### src/rtl/attitude_pkg.sv
// attitude_pkg
//   Shared definitions for the attitude encoder: bit positions inside the
//   4-bit attitude code, the level (both axes zero) code, the code type and
//   the persistence state record held by the commit stage.
package attitude_pkg;

  localparam int ATT_SGN_ROLL  = 0;
  localparam int ATT_SGN_PITCH = 1;
  localparam int ATT_Z_ROLL    = 2;
  localparam int ATT_Z_PITCH   = 3;

  typedef logic [3:0] attitude_code_t;

  localparam attitude_code_t ATT_LEVEL = 4'b1100;

  // State of the persistence stage: how many consecutive samples the
  // candidate code has been seen, and the candidate itself.
  typedef struct packed {
    logic [3:0]     cnt;
    attitude_code_t candidate;
  } persist_state_t;

  // Assemble a code from the per-axis classifier outputs.
  function automatic attitude_code_t pack_code(input logic z_pitch, input logic z_roll,
                                               input logic s_pitch, input logic s_roll);
    attitude_code_t code;
    code                = '0;
    code[ATT_Z_PITCH]   = z_pitch;
    code[ATT_Z_ROLL]    = z_roll;
    code[ATT_SGN_PITCH] = s_pitch;
    code[ATT_SGN_ROLL]  = s_roll;
    return code;
  endfunction

endpackage

### src/rtl/attitude_axis_classifier.sv
// attitude_axis_classifier
//   Classifies one signed axis sample as zero / non-zero with a hysteresis
//   deadband. Two register stages:
//     stage 1: capture sign and saturated magnitude of the sample
//     stage 2: update the zero flag and the output sign bit
// Ports
//   clk, rst_n     clock, asynchronous active-low reset
//   sample_valid   sample strobe for stage 1
//   stage1_valid   stage-1 contents are a real sample (advances the flag)
//   sample         signed two's complement sample, W bits
//   z              registered zero flag (1 = axis reads as zero)
//   s              registered sign bit, forced to 0 while the axis is zero
module attitude_axis_classifier #(
  parameter int W      = 16,
  parameter int DB_IN  = 64,
  parameter int DB_OUT = 96
) (
  input  logic         clk,
  input  logic         rst_n,
  input  logic         sample_valid,
  input  logic         stage1_valid,
  input  logic [W-1:0] sample,
  output logic         z,
  output logic         s
);

  localparam logic [W-1:0] DB_IN_W  = W'(DB_IN);
  localparam logic [W-1:0] DB_OUT_W = W'(DB_OUT);

  logic         sign_q;
  logic [W-2:0] mag_q;
  logic [W-1:0] neg_sample;
  logic [W-2:0] mag_d;
  logic [W-1:0] mag_ext;
  logic         z_next;

  // |x| in W-1 bits. The most negative value has no positive twin, so it
  // saturates to the largest magnitude instead of wrapping to zero.
  always_comb begin
    neg_sample = -sample;
    mag_d      = sample[W-2:0];
    if (sample[W-1]) begin
      if (sample[W-2:0] == '0) mag_d = '1;
      else                     mag_d = neg_sample[W-2:0];
    end
  end

  assign mag_ext = {1'b0, mag_q};

  // Hysteresis: enter zero at or below DB_IN, leave zero only above DB_OUT.
  always_comb begin
    if (z) z_next = !(mag_ext > DB_OUT_W);
    else   z_next = (mag_ext <= DB_IN_W);
  end

  always_ff @(posedge clk or negedge rst_n) begin
    if (!rst_n) begin
      sign_q <= 1'b0;
      mag_q  <= '0;
      z      <= 1'b1;
      s      <= 1'b0;
    end else begin
      if (sample_valid) begin
        sign_q <= sample[W-1];
        mag_q  <= mag_d;
      end
      if (stage1_valid) begin
        z <= z_next;
        s <= z_next ? 1'b0 : sign_q;
      end
    end
  end

endmodule

### src/rtl/attitude_encoder.sv
// attitude_encoder
//   Classifies roll and pitch samples into a 4-bit attitude code and commits
//   a new code only after it has persisted for PERSIST consecutive samples.
//   Three-stage pipeline: classify (2 stages, per axis) then persistence.
//   Valid-only interface: a sample is taken on every cycle i_Valid is high,
//   there is no backpressure; o_Valid marks each sample leaving the commit
//   stage exactly three cycles later, o_Changed marks the ones that changed
//   o_Attitude.
// Ports
//   i_Clk, i_Rst_n     clock, asynchronous active-low reset
//   i_Valid            sample strobe
//   i_Roll, i_Pitch    signed W-bit samples
//   o_Attitude         committed code {zP, zR, sP, sR}
//   o_Valid            one-cycle pulse per classified sample
//   o_Changed          one-cycle pulse when o_Attitude took a new value
module attitude_encoder
  import attitude_pkg::*;
#(
  parameter int W       = 16,
  parameter int DB_IN   = 64,
  parameter int DB_OUT  = 96,
  parameter int PERSIST = 4
) (
  input  logic           i_Clk,
  input  logic           i_Rst_n,
  input  logic           i_Valid,
  input  logic [W-1:0]   i_Roll,
  input  logic [W-1:0]   i_Pitch,
  output attitude_code_t o_Attitude,
  output logic           o_Valid,
  output logic           o_Changed
);

  localparam logic [3:0] PERSIST_C = 4'(PERSIST);

  logic           v1;
  logic           v2;
  logic           z_roll;
  logic           s_roll;
  logic           z_pitch;
  logic           s_pitch;
  attitude_code_t raw;
  persist_state_t persist_state;
  logic [3:0]     cnt_inc;

  attitude_axis_classifier #(.W(W), .DB_IN(DB_IN), .DB_OUT(DB_OUT)) u_roll (
    .clk          (i_Clk),
    .rst_n        (i_Rst_n),
    .sample_valid (i_Valid),
    .stage1_valid (v1),
    .sample       (i_Roll),
    .z            (z_roll),
    .s            (s_roll)
  );

  attitude_axis_classifier #(.W(W), .DB_IN(DB_IN), .DB_OUT(DB_OUT)) u_pitch (
    .clk          (i_Clk),
    .rst_n        (i_Rst_n),
    .sample_valid (i_Valid),
    .stage1_valid (v1),
    .sample       (i_Pitch),
    .z            (z_pitch),
    .s            (s_pitch)
  );

  assign raw     = pack_code(z_pitch, z_roll, s_pitch, s_roll);
  // Saturating increment keeps the counter from wrapping back into range.
  assign cnt_inc = (persist_state.cnt == 4'hF) ? 4'hF : persist_state.cnt + 4'd1;

  always_ff @(posedge i_Clk or negedge i_Rst_n) begin
    if (!i_Rst_n) begin
      v1                      <= 1'b0;
      v2                      <= 1'b0;
      o_Valid                 <= 1'b0;
      o_Changed               <= 1'b0;
      o_Attitude              <= ATT_LEVEL;
      persist_state.cnt       <= 4'd0;
      persist_state.candidate <= ATT_LEVEL;
    end else begin
      v1        <= i_Valid;
      v2        <= v1;
      o_Valid   <= v2;
      o_Changed <= 1'b0;
      if (v2) begin
        if (raw == o_Attitude) begin
          persist_state.cnt       <= 4'd0;
          persist_state.candidate <= raw;
        end else if (raw == persist_state.candidate) begin
          if (cnt_inc == PERSIST_C) begin
            o_Attitude        <= raw;
            o_Changed         <= 1'b1;
            persist_state.cnt <= 4'd0;
          end else begin
            persist_state.cnt <= cnt_inc;
          end
        end else begin
          // A different code restarts the run, counting itself as the first.
          persist_state.candidate <= raw;
          if (PERSIST_C == 4'd1) begin
            o_Attitude        <= raw;
            o_Changed         <= 1'b1;
            persist_state.cnt <= 4'd0;
          end else begin
            persist_state.cnt <= 4'd1;
          end
        end
      end
    end
  end

endmodule
### config.mk
export PLATFORM = sky130hd
export DESIGN_NAME = attitude_encoder
export DESIGN_NICKNAME = d
export VERILOG_FILES = /design/src/rtl/attitude_pkg.sv /design/src/rtl/attitude_axis_classifier.sv /design/src/rtl/attitude_encoder.sv
export SDC_FILE = /design/constraint.sdc
export NUM_CORES = 1
export LEC_CHECK = 0
export ABC_AREA = 1
export ABC_CLOCK_PERIOD_IN_PS = 3100
export CAP_MARGIN = 0
export CORE_ASPECT_RATIO = 0.8
export CORE_UTILIZATION = 50
export DETAILED_ROUTE_END_ITERATION = 7
export MAX_ROUTING_LAYER = met4
export PLACE_DENSITY_LB_ADDON = 0.15
export RECOVER_POWER = 100
export SLEW_MARGIN = 20
export SYNTH_ARGS = -nofsm -noshare
export SYNTH_HDL_FRONTEND = slang
export SYNTH_SLANG_ARGS = --single-unit
### constraint.sdc
create_clock -name i_Clk -period 3.1 [get_ports i_Clk]
set_input_delay 0.62 -clock i_Clk [delete_from_list [all_inputs] [get_ports i_Clk]]
set_output_delay 0.62 -clock i_Clk [all_outputs]
set_load 0.01 [all_outputs]
== After elaboration in Yosys (flattened, before gate mapping) ==
Cells that the tools add are included.
Word-level totals
  input bits: 35
  register bits after elaboration: 52
  output and inout bits: 6
  word-level logic and storage cells: 51
Cells by class
  mux-type cells: 17
  equality and inequality tests: 5
  $lt $le $gt $ge: 4
  bitwise logic cells: 1
  reductions and logical operators: 6
  add/sub/neg operators: 3
Operators with widths (count)
  15-bit two-way mux: 4
  15-bit by 7-bit greater-than comparator with 1-bit output, second input constant: 2
  15-bit by 7-bit <= comparator with 1-bit output, second input constant: 2
  15-bit zero test: 2
  15-bit negator: 2
  4-bit two-way mux: 4
  4-bit equality test: 2
  1-bit two-way mux: 8
  8-bit two-way mux: 1
  4-bit by 1-bit adder with 4-bit output, second input constant: 1
  4-bit by 3-bit equality test with 1-bit output, second input constant: 1
  4-bit equality test, second input constant: 1
  4-bit AND reduction: 1
  1-bit zero test: 2
  2-bit != test, second input constant: 1
  2-bit AND reduction: 1
  1-bit inverter: 1

== Logic depth before layout (Yosys ltp) ==
Gate-level depths: netlist of the first run.
  depth in word-level cells: 7
  gate-level depth with buffers: 10
  mapped depth without buffers: 10

== By module ==
From an unflattened synthesis of the first run, not the netlist that was laid out.
Unflattened totals
  cell total of the unflattened synthesis: 464
  area, all modules: 3410.8 µm²
Modules (own cells, without submodules)
  attitude_axis_classifier: area an instance 1231.2 µm², cells an instance 171, instances 2, seq. area each 451.7 µm²
  attitude_encoder: area an instance 948.4 µm², cells an instance 122, instances 1, seq. area each 405.4 µm²

== Least setup slack after synthesis of the first run ==
No wires, ideal clock.
  path type: input-to-reg
  from: input port i_Roll[0]
  to: register u_roll.mag_q[6]
  cell stages on the path: 10
  slack: 1.443 ns
  arrival: 1.594 ns
  cell sequence: inv_1 ha_1 nand2_2 nor2_2 nand4_2 nand2_4 inv_4 nand2_1 nand2_1 inv_1
On the way
  cells in the longest elaborated chain, start to end: 3
  elaborated cells between the ends (all ways): 4
  those cells by class: add/sub (1); mux (2); reduce/logical (1)
RTL lines
  start: declaration: line attitude_encoder.sv:27  | input logic [W-1:0] i_Roll,
  15-bit negator or 15-bit zero test (tied branches): line attitude_axis_classifier.sv:40, attitude_axis_classifier.sv:43
  15-bit two-way mux *: line attitude_axis_classifier.sv:43  | if (sample[W-2:0] == '0) mag_d = '1;
  15-bit two-way mux *: line attitude_axis_classifier.sv:42  | if (sample[W-1]) begin
  end signal: assignment: line attitude_axis_classifier.sv:65  | mag_q <= mag_d;
  end: declaration: line attitude_axis_classifier.sv:31  | logic [W-2:0] mag_q;
Mark *: on every way between the ends. The rest lies on a longest branch, timed or not.
A chain may end at the register's enable or synchronous reset.

== Worst setup path in the final report of the first run ==
  from: input port i_Roll[15]
  to: register u_roll.mag_q[5]
On the way
  cells in the longest elaborated chain, start to end: 1
RTL lines (line)
  15-bit two-way mux: attitude_axis_classifier.sv:42
Every way passes these cells.

==> summary.md, run 1 <==
| Metric | Value |
|---|---|
| Status | `finished with violations` |
| Failing checks | `max-capacitance violations, max-slew violations` |
| H-tree depth | `2` |
| RSZ-0062 raised after global routing | `no` |
| Final TNS setup | `0 ns` |
| Peak VDD IR | `0.172 mV` |
| Library cells used by synthesis | `33` |
| Sequential cell area fraction in the yosys report | `42.7%` |
| Total grt overflow | `0` |
| Util after Layout | `61.5%` |
| Synth Instances | `427` |
| Pwr per Cell Area | `440 nW/um2` |
| Vias | `2707` |
| DRC | `0` |
| Num CTS Buffers | `5` |
| Worst-Margin Slew | `approximately 1.7 ns` |
| Max Slew Vio Count | `31` |
| Tcrit/Tclk final | `75.8%` |
| Slowest cell on crit path | `dlygate4sd3_1` |
| R2R setup slack | `approximately 1.2 ns` |
| Pleak | `1.83 nW` |
| Synth-to-Final Area Change | `18.6%` |
| Drt wl/cell | `11.0 um` |
| FFs w/ async S/R, synth | `100%` |
| Largest net degree at the start of global routing | `32` |
| #FFs+latches synth | `52` |
| Synth Area per Inst | `7.18 um2` |
| FF/Latch Area | `1310 um2` |
| Startpoint types | `input port` |
| Max Root-Sink Buffers | `2` |
| Detailed Place HPWL | `roughly 4900 um` |
| Gpl congestion | `0.889` |
| Layout cells sized above 1 | `approximately 5.5%` |
| Chip width | `89.6 um` |
| Tot GR Track Use | `between 20% and 30%` |
| Final setup violation count | `0` |
| Core ar. | `5910 um2` |
| Initial core utilization | `between 50% and 60%` |
| Vias in the first global route | `2405` |
| Hold Path Class | `register to register` |
| Ys flop type | `dfrtp_1` |
| Critical path, cell by cell | `dlygate4sd3_1, inv_1, nor2_1, nand4_2, nand2_1, inv_4, nand2_1, nand2_1, inv_1` |
| 1st-pass router iterations | `5` |
| CTS tree | `built` |
| YS warnings | `0` |
| Clock sinks | `52` |
| Initial drt markers | `84` |
| Die Area | `between 6000 and 7000 um2` |
| Root Buffer Master | `clkbuf_8` |
| Crit path max fanout | `14` |
| Number of synthesized flops with an enable pin | `0` |
| I/O pin count | `41` |
| Hold buffer count at CTS | `0` |
| First-pass GRT wire length | `10500 um` |
| Slew HR | `-12.9%` |
| Max frequency | `426 MHz` |
| Max-cap viol count | `1` |
| Reg clk slew, reported paths | `0.10 ns` |
| Cell mode on critical path | `nand2_1` |
| Die Ht | `72.0 um` |
| Kind of critical path | `input port to register` |
| CP Capture Type | `register` |
| Netlist Area Pre-Place | `3070 um2` |
| CP max stage delay | `0.83 ns` |
| WP data required | `3.35 ns` |
| Final-report hold violation count | `0` |
| Antenna Nets Post-Route | `0` |
| Multi-input logic area | `1460 um2` |
| Initial antenna violation count | `0` |
| Final Critical Period | `2.35 ns` |
| PortBufs | `40` |
| Setup bufs post-CTS | `0` |
| # rows | `25` |
| Detailed-route wire length | `6080 um` |
| Fin nets | `508` |
| # fillers | `between 500 and 600` |
| Worst Path Arrival | `about 2.6 ns` |
| Fin Clk Skew | `0.0117 ns` |
| CTS resizes | `0` |
| Worst-Skew Late Latency | `roughly 0.31 ns` |
| Vias per cell | `between 4 and 5` |
| Ant diodes | `0` |
| Syn_nets | `465` |
-- cell families after synthesis --
family | after synthesis | share of synthesized area [%]
XOR/XNOR | 18 | 5.14
adder cells (fa/ha/maj) | 3 | 1.22
flip-flops | 52 | 42.7
AND/OR/NAND/NOR | 242 | 33.7
buffers and inverters | 63 | 8.20
AO/OA/AOI/OAI | 49 | 9.06
-- metrics by stage --
step           cell area, um2  setup WS (ns)  power, W  std cells  hold slack, ns
6_report                 3640          0.750   0.00160        552           0.433
5_1_grt                  3640          0.581   0.00169        552           0.451
2_1_floorplan            3070           1.44   0.00101        427           0.324
3_3_place_gp             3540          0.753   0.00113        543           0.426
4_1_cts                  3680           1.03   0.00163        552           0.362
3_5_place_dp             3560          0.699   0.00114        544           0.438
-- layer usage --
metal | vias to the layer above | part of all wire [%] | global-route usage [%]
met1 | 1215 | 52 | 30.7
met3 | 9 | 3.1 | 3.07
met4 | 0 | 1.5 | 7.41
li1 | 1429 | - | -
met5 | - | 0 | -
met2 | 54 | 44 | 31.2
-- final cells by class --
| class | instances | share of cell area [%] |
|---|---|---|
| sequential | 52 | 36.0 |
| timing repair buffer | 42 | 11.8 |
| clock buffer | 6 | 2.27 |
| clock inverter | 2 | 1.07 |
| tap | 81 | 2.79 |
| inverter | 57 | 5.95 |
| multi-input combinational | 312 | 40.1 |
-- cells in the final DEF (no fill, tap or decap), drive strengths merged --
master,Yosys,layout
o21bai,1,1
dfrtp,46,46
ha,3,3
xnor2,3,3
o21ai,19,19
o22ai,8,8
clkdlybuf4s50,0,29
dfstp,6,6
dlygate4sd3,0,10
o211ai,1,1
nand4,6,6
nor2b,1,1
xor2,15,15
a21oi,19,19
nor3,3,3
buf,5,2
bufinv,0,1
clkbuf,1,7
or2,1,1
nand2,116,116
clkinv,1,2
nor2,88,88
a21boi,1,1
nand3,25,25
nand3b,2,2
inv,56,56
-- final timing paths --
| check | start | to | cells past startpoint |
|---|---|---|---|
| setup / recovery | i_Roll[15] | u_roll.mag_q[5] | 9 |
| hold / removal | v1 | v2 | 0 |
| setup reg to reg | persist_state[4] | o_Attitude[0] | 9 |
| hold reg to reg | v1 | v2 | 0 |
| max in group asynchronous | i_Rst_n | u_roll.mag_q[3] | 1 |
| min in group asynchronous | i_Rst_n | u_pitch.mag_q[13] | 1 |
-- cells in the mapped netlist, drive strengths merged (2+ instances only) --
master  instances  share of area, %
nand4           6               1.6
nand3b          2              0.49
dfrtp          46                38
nand2         116                15
dfstp           6               5.1
nand3          25               4.1
nor2           88                11
inv            56               6.9
o22ai           8               1.6
o21ai          19               3.1
xor2           15               4.3
nor3            3              0.49
a21oi          19               3.6
ha              3               1.2
buf             5               1.0
xnor2           3              0.86
-- state kept, by name (all words and copies together), names as in the netlist --
register and cells:
o_Attitude 4, o_Changed 1, o_Valid 1, persist_state 8, u_pitch.mag_q 15, u_pitch.s 1
u_pitch.sign_q 1, u_pitch.z 1, u_roll.mag_q 15, u_roll.s 1, u_roll.sign_q 1, u_roll.z 1
v1 1, v2 1
-- power by group --
group | switching (W) | internal, W | total, W
sequential | 0.0000469 | 0.000752 | 0.000799
combinational | 0.000180 | 0.000134 | 0.000314
clock | 0.000223 | 0.000264 | 0.000487
total | 0.000450 | 0.00115 | 0.00160
-- critical path: cells and delay by family --
family | cells | cell delay (ns)
buf+inv | 4 | 1.20
simple gates | 5 | 0.78
No activity file was read; power rests on OpenSTA's default activity.
==> inputs of run 2 (changes only) <==
--- a/config.mk
+++ b/config.mk
@@ -6,7 +6,7 @@
 export NUM_CORES = 1
 export LEC_CHECK = 0
 export ABC_AREA = 1
-export ABC_CLOCK_PERIOD_IN_PS = 3100
+export ABC_CLOCK_PERIOD_IN_PS = 2300
 export CAP_MARGIN = 0
 export CORE_ASPECT_RATIO = 0.8
 export CORE_UTILIZATION = 50
==> constraint.sdc (replaced) <==
create_clock -name i_Clk -period 2.3 [get_ports i_Clk]
set_input_delay 0.46 -clock i_Clk [delete_from_list [all_inputs] [get_ports i_Clk]]
set_output_delay 0.46 -clock i_Clk [all_outputs]
set_load 0.01 [all_outputs]
==> run 2 against run 1 <==
The flow now finishes without violations. Non-clock buffer count rose by 3. Clock power rose by 9.9%. Global-route usage rose by 0.31 points. Register-to-register slack got worse by 0.82 ns. Count of clock-buffer cells in the layout fell by 1. Clock skew barely moved. Core utilization fell by 0.34 points. Setup slack got worse by 0.47 ns. Sequential power rose by 35%. Design area fell by 0.55%. Sequential share of layout area rose by 0.20 points. Critical path depth fell by 2. Critical endpoint unchanged.
==> summary.md, run 2 (synthesis gave the netlist of run 1 again) <==
| Metric | Value |
|---|---|
| Tcrit/Tclk final | `87.7%` |
| Vias per cell | `between 4 and 5` |
| Die Ht | `72.0 um` |
| Most frequent cells in the layout | `113 x nand2_1, 85 x nor2_1, 52 x inv_1, 46 x dfrtp_1, 32 x clkdlybuf4s50_1` |
| # fillers | `542` |
| Vias in the first global route | `2500` |
| Root Buffer Master | `clkbuf_8` |
| Critical path, cell by cell | `dlygate4sd3_1, clkbuf_1, nand2_4, inv_4, nand2_1, nand2_1, inv_1` |
| Core ar. | `5910 um2` |
| Detailed Place HPWL | `4950 um` |
| DRC | `0` |
| Antenna Nets Post-Route | `0` |
| Total grt overflow | `0` |
| CTS tree | `built` |
| Detailed-route wire length | `6190 um` |
| Max-cap viol count | `0` |
| Top delay family on crit path | `buffers and inverters` |
| Synth-to-Final Area Change | `18.0%` |
| Most common cell after layout, fill and taps aside | `nand2_1` |
| Initial core utilization | `51.9%` |
| Vias | `~2700` |
| Initial antenna violation count | `0` |
| PortBufs | `40` |
| Final setup violation count | `0` |
| WP buf/inv | `4` |
| Reg clk slew, reported paths | `0.10 ns` |
| Slowest cell on crit path | `dlygate4sd3_1` |
| Hold Path Class | `register to register` |
| Slew HR | `17.6%` |
| Fin nets | `511` |
| Worst Path Arrival | `2.23 ns` |
| H-tree depth | `2` |
| CP Capture Type | `register` |
| WHS | `0.447 ns` |
| Max layer used | `met4` |
| Layout cells sized above 1 | `6.54%` |
| Final Critical Period | `2.02 ns` |
| Chip width | `between 80 and 90 um` |
| WP data required | `2.51 ns` |
| FF/Latch Area | `1310 um2` |
| Startpoint types | `input port` |
| Final-report hold violation count | `0` |
| Post-Layout Cell Count | `555` |
| Gpl congestion | `0.887` |
| Met3 wire length | `209 um` |
| Final TNS setup | `0 ns` |
| Setup bufs post-CTS | `0` |
| Tot GR Track Use | `21.8%` |
| Hold buffer count at CTS | `0` |
| Max Slew Vio Count | `0` |
| Util after Layout | `61.2%` |
| CP max stage delay | `between 0.6 and 0.7 ns` |
| Hold depth | `0` |
| Largest net degree at the start of global routing | `53` |
| Number of stages on the worst setup path | `7` |
| Routed length on met2 | `2690 um` |
| Multi-input logic area | `1470 um2` |
| Crit path max fanout | `16` |
| Num CTS Buffers | `5` |
| First-pass GRT wire length | `about 11000 um` |
| # rows | `25` |
| Worst-Margin Slew | `1.24 ns` |
| CTS resizes | `0` |
| Kind of critical path | `input port to register` |
| R2R depth | `9` |
| Max Root-Sink Buffers | `2` |
| Status | `finished, final reports clean` |
| Pleak | `1.82 nW` |
| Die Area | `between 6000 and 7000 um2` |
| Pwr per Cell Area | `563 nW/um2` |
| Clock sinks | `52` |
| RSZ-0062 raised after global routing | `no` |
| Tot Pwr | `0.00204 W` |
| Max frequency | `496 MHz` |
| I/O pin count | `41` |
| Cell mode on critical path | `nand2_1` |
| Worst-Skew Late Latency | `0.30 ns` |
| Ant diodes | `0` |
| Wl on met1 | `between 3000 and 4000 um` |
| Peak VDD IR | `roughly 0.25 mV` |
| Initial drt markers | `135` |
| Drt wl/cell | `between 10 and 15 um` |
| Biggest regs | `u_pitch.mag_q (15), u_roll.mag_q (15), persist_state (8)` |
| Fin Clk Skew | `0.0114 ns` |
| 1st-pass router iterations | `5` |
| Placed cell count | `547` |
## run 2: final cells by class
class	instances	area share (%)
Multi-Input combinational cell	312	40.6
Sequential cell	52	36.2
Timing Repair Buffer	45	11.8
Inverter	57	5.98
Tap cell	81	2.80
Clock buffer	5	1.90
Clock inverter	3	0.761
## run 2: final timing paths
path | endpoint | startpoint | slack [ns]
max reg2reg | o_Attitude[1] | u_roll.z | 0.42
min | v2 | v1 | 0.45
min in group asynchronous | u_pitch.mag_q[13] | i_Rst_n | 0.49
max in group asynchronous | u_roll.mag_q[8] | i_Rst_n | 1.06
max | u_roll.mag_q[5] | i_Valid | 0.28
min reg2reg | v2 | v1 | 0.45
## run 2: worst register-to-register path: cells and delay by family, from the launching register on
family	cells	cell delay [ns]
DFF	1	0.68
buffers and inverters	1	0.11
and+or+nand+nor	8	1.00
## run 2: report_power, final
part	internal (W)	switching [W]
Sequential	0.00101	0.0000622
Combinational	0.000181	0.000245
Clock	0.000224	0.000311
## run 2: through the flow
| stage | area, um2 | setup slack (ns) |
|---|---|---|
| 2_1_floorplan | 3070 | 0.793 |
| 3_3_place_gp | 3570 | 0.177 |
| 3_5_place_dp | 3570 | 0.0898 |
| 4_1_cts | 3660 | 0.401 |
| 5_1_grt | 3620 | 0.112 |
| 6_report | 3620 | 0.282 |
## run 2: per-layer routing
| metal | track usage [%] | up-vias |
|---|---|---|
| met3 | 3.19 | 2 |
| met2 | 34.4 | 54 |
| met1 | 30.1 | 1224 |
| li1 | - | 1428 |
| met5 | - | - |
| met4 | 3.88 | 0 |
==> inputs of run 3 (changes only) <==
--- a/config.mk
+++ b/config.mk
@@ -9,6 +9,7 @@
 export ABC_CLOCK_PERIOD_IN_PS = 2300
 export CAP_MARGIN = 0
 export CORE_ASPECT_RATIO = 0.8
+export CORE_MARGIN = 3
 export CORE_UTILIZATION = 50
 export DETAILED_ROUTE_END_ITERATION = 7
 export MAX_ROUTING_LAYER = met4
==> run 3 against run 2 <==
Design area is 0.28% lower. Combinational power about the same. Via count increased by 1.2%.
==> summary.md, run 3 (synthesis gave the netlist of run 1 again) <==
| Metric | Value |
|---|---|
| Setup slack after placement | `0.0821 ns` |
| Placed inst area | `3580 um2` |
| CTS tree | `built` |
| Final WS setup | `0.299 ns` |
| Die Ht | `76.0 um` |
| CTS resizes | `0` |
| Max Slew Vio Count | `0` |
| RSZ-0062 raised after global routing | `no` |
| Pwr per Cell Area | `between 500 and 600 nW/um2` |
| # rows | `24` |
| Gpl congestion | `between 0.9 and 1` |
| Max frequency | `500 MHz` |
| Critical path, cell by cell | `clkdlybuf4s50_1, inv_1, ha_1, nand2_1, nor2_1, nand4_1, nand2_1, inv_1, a21oi_1` |
| Final-report hold violation count | `0` |
| Worst-Margin Slew | `1.24 ns` |
| Core ar. | `5680 um2` |
| Initial drt markers | `126` |
| Initial antenna violation count | `0` |
| Tcrit/Tclk final | `roughly 87%` |
| Fin nets | `about 500` |
| Final setup violation count | `0` |
| Detailed-route wire length | `6370 um` |
| Clock power share | `between 20% and 30%` |
| Total grt overflow | `0` |
| CP max stage delay | `0.42 ns` |
| Kind of critical path | `input port to register` |
| # fillers | `529` |
| I/O pin count | `41` |
| Most frequent cells in the layout | `114 x nand2_1, 86 x nor2_1, 52 x inv_1, 46 x dfrtp_1, 32 x clkdlybuf4s50_1` |
| Tot GR Track Use | `19.8%` |
| Register share of total power | `53.3%` |
| Final TNS setup | `0 ns` |
| Tot Pwr | `0.00202 W` |
| Synth-to-Final Area Change | `17.6%` |
| Num CTS Buffers | `5` |
| Biggest regs | `u_pitch.mag_q (15), u_roll.mag_q (15), persist_state (8)` |
| CP Capture Type | `register` |
| DRC | `0` |
| Slew HR | `17.4%` |
| Util after Layout | `a little under two thirds` |
| Fin Clk Skew | `0.00661 ns` |
| Antenna Nets Post-Route | `0` |
| Clock sinks | `52` |
| Startpoint types | `input port` |
| WP data required | `around 2.5 ns` |
| Worst Path Arrival | `around 2.2 ns` |
| Largest net degree at the start of global routing | `26` |
| Status | `finished, final reports clean` |
| Root Buffer Master | `clkbuf_8` |
| Hold Path Class | `input port to asynchronous set/reset pin` |
| Initial core utilization | `54.0%` |
| Vias in the first global route | `2673` |
| Slowest cell on crit path | `clkdlybuf4s50_1` |
| Hold buffer count at CTS | `0` |
| Crit path max fanout | `11` |
| Detailed Place HPWL | `5110 um` |
| PortBufs | `40` |
| Ant diodes | `0` |
| Chip width | `93.6 um` |
| Peak VDD IR | `roughly 0.25 mV` |
| Final Critical Period | `approximately 2.0 ns` |
| Pleak | `1.81 nW` |
| Max-cap viol count | `0` |
| Proportion of power drawn by combinational gates | `21.1%` |
| Int Pwr | `0.00141 W` |
| First-pass GRT wire length | `11400 um` |
| 1st-pass router iterations | `4` |
| Setup bufs post-CTS | `0` |
| Drt wl/cell | `11.5 um` |
| Die Area | `between 7000 and 8000 um2` |
| Worst-Skew Late Latency | `0.30 ns` |
| Vias per cell | `4.95` |
| Switching share of power | `30.0%` |
| H-tree depth | `2` |
| NetSw | `0.000606 W` |
| Final Cell Area | `3610 um2` |
| Vias | `2741` |
| Most common cell after layout, fill and taps aside | `nand2_1` |
| Max Root-Sink Buffers | `2` |
| Reg clk slew, reported paths | `0.10 ns` |
| Layout cells sized above 1 | `5.67%` |
-- run 3: changes by cell type in the layout (fill, tap and decap cells not counted), sizes merged --
cell | before | now
clkbuf | 7 | 9
inv | 57 | 56
buf | 4 | 5
-- run 3: power by group through the flow --
stage                     Combinational (W)  Sequential (W)  Clock (W)
final                              0.000426         0.00108   0.000517
after global routing               0.000498         0.00109   0.000561
after CTS                          0.000450         0.00108   0.000529
after detailed placement           0.000447         0.00109          0
after global placement             0.000438         0.00109          0
after floorplan                    0.000287         0.00108          0
-- run 3: final timing paths --
| path | cells after the start | end | from | slack [ns] |
|---|---|---|---|---|
| max | 9 | u_pitch.mag_q[13] | i_Pitch[0] | 0.30 |
| min | 1 | u_pitch.mag_q[13] | i_Rst_n | 0.39 |
| max reg2reg | 9 | o_Attitude[1] | persist_state[4] | 0.48 |
| min reg2reg | 0 | v2 | v1 | 0.44 |
| max in group asynchronous | 2 | u_roll.mag_q[13] | i_Rst_n | 0.53 |
| min in group i_Clk | 0 | v2 | v1 | 0.44 |
-- run 3: cell type report --
cell class | instances | area [um2] | share of cell area, %
clock buffers | 6 | 72.6 | 2.01
clock inverters | 2 | 16.3 | 0.451
inverters | 57 | 216 | 6.00
multi-input cells | 312 | 1460 | 40.4
flip-flops and latches | 52 | 1310 | 36.3
well taps | 78 | 97.6 | 2.71
repair buffers | 47 | 439 | 12.2
-- run 3: metrics by stage --
| stage | hold slack (ns) | std cells |
|---|---|---|
| 6_report | 0.391 | 554 |
| 5_1_grt | 0.446 | 554 |
| 4_1_cts | 0.134 | 554 |
| 3_5_place_dp | 0.420 | 546 |
| 3_3_place_gp | 0.414 | 546 |
| 2_1_floorplan | 0.164 | 427 |
-- run 3: critical path, delay by kind of cell --
family / cells / cell delay (ns)
compound gates: 1 / 0.17
fa+ha+maj: 1 / 0.17
simple gates: 4 / 0.72
buf+inv: 3 / 0.70
-- run 3: routing by layer --
layer | up-vias | wire length (um) | part of all wire [%] | global-route usage, %
met1 | 1239 | 3240 | 51 | 26.7
met3 | 6 | 243 | 3.8 | 3.26
met5 | - | 0 | 0 | -
li1 | 1441 | - | - | -
met2 | 55 | 2850 | 45 | 31.8
met4 | 0 | 41 | 0.64 | 4.18
